--- src/rtl/instruction_cache.sv ---
// Direct-mapped, read-only L1 instruction cache. A hit returns the line in the same cycle.
// A miss issues one line fill, installs the returned line, and then replays it for one cycle.
module instruction_cache #(
  parameter int ADDR_WIDTH = 32,
  parameter int LINE_WIDTH = 128,
  parameter int NUM_LINES  = 4
) (
  input  logic                           clock,
  input  logic                           reset,
  output logic                           icache_ready,
  input  logic                           req_valid,
  input  logic [ADDR_WIDTH-1:0]          req_addr,
  output logic                           rsp_valid,
  output logic [LINE_WIDTH-1:0]          rsp_data,
  output logic                           req_valid_miss,
  // Packed memory request: {addr[ADDR_WIDTH-1:0], is_store, data[LINE_WIDTH-1:0]}
  output logic [ADDR_WIDTH+LINE_WIDTH:0] req_info_miss,
  input  logic [LINE_WIDTH-1:0]          rsp_data_miss,
  input  logic                           rsp_valid_miss,
  output logic [1:0]                     debug_state
);

  // Handshake: a request is served when req_valid is high and rsp_valid answers it.
  // Fetch holds req_addr stable until rsp_valid. The memory side sees req_valid_miss
  // as a level request, and rsp_valid_miss is a one-cycle completion pulse.

  localparam int OFFSET_BITS = $clog2(LINE_WIDTH / 8);
  localparam int INDEX_BITS  = $clog2(NUM_LINES);
  localparam int TAG_BITS    = ADDR_WIDTH - OFFSET_BITS - INDEX_BITS;

  typedef enum logic [1:0] {
    IDLE      = 2'd0,
    WAIT_FILL = 2'd1,
    REPLAY    = 2'd2
  } state_t;

  state_t                  state_q, state_d;
  logic [NUM_LINES-1:0]    valid_q;
  logic [TAG_BITS-1:0]     tag_q  [NUM_LINES];
  logic [LINE_WIDTH-1:0]   data_q [NUM_LINES];
  logic [ADDR_WIDTH-1:0]   miss_addr_q;

  logic [INDEX_BITS-1:0]   req_index, miss_index;
  logic [TAG_BITS-1:0]     req_tag, miss_tag;
  logic                    hit, fill_en, miss_start;
  logic                    unused_offset;

  assign req_index     = req_addr[OFFSET_BITS +: INDEX_BITS];
  assign req_tag       = req_addr[ADDR_WIDTH-1 -: TAG_BITS];
  assign miss_index    = miss_addr_q[OFFSET_BITS +: INDEX_BITS];
  assign miss_tag      = miss_addr_q[ADDR_WIDTH-1 -: TAG_BITS];
  assign unused_offset = ^req_addr[OFFSET_BITS-1:0];

  assign hit        = req_valid && valid_q[req_index] && (tag_q[req_index] == req_tag);
  assign miss_start = (state_q == IDLE) && req_valid && !hit;
  // Fills are only accepted while a miss is outstanding; stray pulses are dropped.
  assign fill_en    = (state_q == WAIT_FILL) && rsp_valid_miss;
  assign debug_state = state_q;

  always_ff @(posedge clock) begin
    if (reset) begin
      state_q     <= IDLE;
      valid_q     <= '0;
      miss_addr_q <= '0;
    end else begin
      state_q <= state_d;
      if (miss_start)
        miss_addr_q <= {req_addr[ADDR_WIDTH-1:OFFSET_BITS], {OFFSET_BITS{1'b0}}};
      if (fill_en)
        valid_q[miss_index] <= 1'b1;
    end
  end

  // Tag and data arrays carry no reset; the valid bits alone qualify them.
  always_ff @(posedge clock) begin
    if (fill_en) begin
      tag_q[miss_index]  <= miss_tag;
      data_q[miss_index] <= rsp_data_miss;
    end
  end

  always_comb begin
    state_d        = state_q;
    icache_ready   = 1'b1;
    rsp_valid      = 1'b0;
    rsp_data       = '0;
    req_valid_miss = 1'b0;
    req_info_miss  = '0;
    case (state_q)
      IDLE: begin
        if (hit) begin
          rsp_valid = 1'b1;
          rsp_data  = data_q[req_index];
        end else if (req_valid) begin
          state_d = WAIT_FILL;
        end
      end
      WAIT_FILL: begin
        icache_ready   = 1'b0;
        req_valid_miss = 1'b1;
        req_info_miss  = {miss_addr_q, 1'b0, {LINE_WIDTH{1'b0}}};
        if (rsp_valid_miss)
          state_d = REPLAY;
      end
      REPLAY: begin
        rsp_valid = 1'b1;
        rsp_data  = data_q[miss_index];
        state_d   = IDLE;
      end
      default: state_d = IDLE;
    endcase
  end

endmodule

--- config.mk ---
export PLATFORM = sky130hd
export DESIGN_NAME = instruction_cache
export DESIGN_NICKNAME = d
export VERILOG_FILES = /design/src/rtl/instruction_cache.sv
export SDC_FILE = /design/constraint.sdc
export NUM_CORES = 1
export LEC_CHECK = 0
export CAP_MARGIN = 15
export CORE_MARGIN = 8
export CORE_UTILIZATION = 49
export CTS_BUF_LIST = sky130_fd_sc_hd__clkbuf_16
export DETAILED_ROUTE_END_ITERATION = 16
export PLACE_DENSITY = 0.83
export REMOVE_ABC_BUFFERS = 1
export SYNTH_ARGS = -nofsm -noshare
export SYNTH_HDL_FRONTEND = slang
export SYNTH_SLANG_ARGS = --single-unit
--- constraint.sdc ---
create_clock -name clock -period 13.9 [get_ports clock]
set_input_delay 2.78 -clock clock [delete_from_list [all_inputs] [get_ports clock]]
set_output_delay 2.78 -clock clock [all_outputs]
set_load 0.01 [all_outputs]
==> results by group <==
Outcome
  • Outcome: complete, no violations

STA
  • Min Tclk post-route: 10800 ps
  • Hold Violations, Final: 0
  • Actual slew at the worst max-slew pin: 1158 ps
  • Hold Slack: 502.7 ps
  • Setup-failing EPs final: 0
  • Max Freq: 0.09255 GHz
  • Max-slew violations: 0
  • Final worst-path cycle share: 0.7773
  • Post-route clock skew: 14.27 ps
  • RSZ-0062 raised after global routing: no
  • Relative slew margins: 0.2283

Route
  • M1 WL: 28990 microns
  • Total routed wirelength: 76950 microns
  • Via count: 17540
  • Via/cell ratio: 5.902
  • WL met3: 6778 microns
  • Uppermost layer routed: met5
  • Post-route ant nets: 0
  • DRC viols: 0
  • Total iterations of the first detailed-routing run: 6
  • 1st-iter DRT viols: 1409
  • WL/cell: 25.90 microns
  • WL met2: 39640 microns

GRT
  • Initial antenna violation count: 16
  • Vias in the first global route: 18340
  • Largest net degree at the start of global routing: 156
  • GRT overflow: 0
  • Gr usage total: 0.2100
  • First-pass GRT wire length: 113400 microns

Critical path
  • Critical path start-end classification: in -> out
  • CP top delay family: buffers and inverters
  • Worst path required time: 11120 ps
  • Cell mode on critical path: buf_4
  • Crit path max fanout: 80
  • CP endpoint kind: output port
  • Max stage delay cell, worst path: nand4_4
  • CP startpoint kind: input pin
  • Buf+Inv Stages, Crit Path: 4
  • Worst path max stage delay: 780 ps
  • Worst-path cell chain: buf_6 > buf_4 > mux2i_1 > a2111oi_2 > o21ai_0 > a221oi_2 > nand4_4 > buf_4 > nand3b_1 > a21oi_1 > clkdlybuf4s50_1
  • Critical Path AT: 8020 ps

Synthesis
  • Syn Area/Cell: 17.17 sq um
  • FF+latch count, synth: 652
  • Largest area contributor in the netlist: edfxtp_1
  • Synth Instances: 1788
  • Synth area leaders: edfxtp_1 60%, mux4_2 20%, buf_4 3.4%, nand3b_1 3.1%, dfxtp_1 2.3%
  • Top FF cell, synth: edfxtp_1
  • Synth top area share: 0.6026
  • Ranking of synthesized cells by instance count: 616 x edfxtp_1, 266 x mux4_2, 138 x buf_4
  • Register area share after synthesis: 0.6261
  • Asr flop ratio synth: 0
  • Synthesized cell area: 30700 sq um
  • Number of distinct library cells after synthesis: 44
  • Synth warn: 0
  • Dominant cell by count in the synthesized netlist: edfxtp_1
  • Number of synthesized flops with an enable pin: 616

Power and ir drop
  • Total power draw: 0.004346 W
  • Peak supply drop: 0.09983 mV
  • P per Cell Area: 119.6 nW/um^2
  • LEAKAGE: 11.44 nW

Floorplan
  • Row count: 91
  • DIE AREA: 70910 sq um
  • Die Wd: 266.3 microns
  • Starting density of the core: 0.4965
  • Die Ht: 266.3 microns
  • Core footprint: 61830 sq um
  • Ports: 458

Clocking
  • TritonCTS buffer count: 69
  • Maximum clock insertion buffer count: 3
  • Hold Buf Count CTS: 0
  • CTS H-tree lvls: 3
  • Sink Count: 652
  • Clock latency on the worst-skew pair: 600 ps
  • Post_cts resized: 0
  • Root Driver: clkbuf_16
  • Post-CTS Repair Setup Buffers: 0
  • TritonCTS clock tree: done
  • Worst-path clk slew: 60 ps

Finish
  • Layout fillers: 4463
  • Final instance area: 36350 sq um
  • Share of layout cells above drive strength 1: 0.1911
  • Synthesis-to-finish area growth: 18.40%
  • Layout Nets: 2235

Place
  • Placed cell area: 34110 sq um
  • Port-buffer cells: 320
  • DP Wirelength: 44760 microns
  • Placer Congestion: 0.7690

Job
  • Max-Cap Viols: 0

Hold path
  • Tightest Hold Check Type: reg -> reg
layer usage:
metal  track usage  up-vias
met5             0        -
met4       0.06579       10
met3       0.04890       99
met2        0.3634      796
met1        0.2610     9164
li1              -     7466
area by class of cell:
class | count | area [sq um] | area share
Sequential cell | 652 | 19230 | 0.5292
Tap cell | 837 | 1047 | 0.02881
Inverter | 5 | 21.27 | 0.0005852
Antenna cell | 9 | 22.52 | 0.0006196
Timing Repair Buffer | 346 | 3442 | 0.09470
Multi-Input combinational cell | 997 | 10370 | 0.2853
Clock inverter | 55 | 457.9 | 0.01260
Clock buffer | 70 | 1752 | 0.04819
worst register-to-register path: cells and delay by family (launching register included):
| kind | cells | cell delay (ps) |
|---|---|---|
| DFF | 1 | 750 |
| and+or+nand+nor | 3 | 730 |
| buffers and inverters | 3 | 1940 |
flip-flops by register name (all words and copies together), names as in the netlist, named ones only:
signal and count:
debug_state 2, valid_q 4, data_q 512, miss_addr_q 28
tag_q 104
kinds of logic after synthesis:
logic type             synth area share
flip-flops                       0.6261
AND/OR/NAND/NOR                 0.06998
multiplexers                     0.2186
buffers and inverters           0.05319
AO/OA/AOI/OAI                   0.02633
XOR/XNOR                       0.005706
other                         0.0001222
where the power goes:
| group | total [W] | internal, W | switching [W] |
|---|---|---|---|
| sequential | 0.00222 | 0.00219 | 0.0000308 |
| clock | 0.00178 | 0.00102 | 0.000757 |
| combinational | 0.000353 | 0.000177 | 0.000176 |
layout by cell type (no fill, tap or decap), drive strengths merged, types with 18 or more instances in the layout:
cell           instances
buf                   28
conb                 133
clkdlybuf4s50        318
edfxtp               616
nand2                132
nand3b               128
mux2i                 46
nand2b                56
clkbuf                70
and2                  28
xnor2                 18
clkinv                23
mux4                 275
a21oi                130
dfxtp                 36
inv                   29
worst paths after layout:
kind | cells after the start | from | slack [ps] | to
setup / recovery | 11 | req_addr[5] | 3100 | rsp_data[127]
hold / removal | 1 | valid_q[2] | 500 | valid_q[2]
setup reg to reg | 6 | debug_state[0] | 10060 | data_q[1][45]
hold reg to reg | 1 | valid_q[2] | 500 | valid_q[2]
metrics by stage:
stage               instances    util  setup WS, ps  setup TNS, ps
CTS                      2962  0.5875          3090              0
global placement         2837  0.5518          3383              0
floorplan                1654       -         -1931        -766560
finish                   2971  0.5879          3095              0
global route             2968  0.5878          2947              0
detailed placement       2837  0.5518          3243              0
Power figures use the tool's default switching activity.
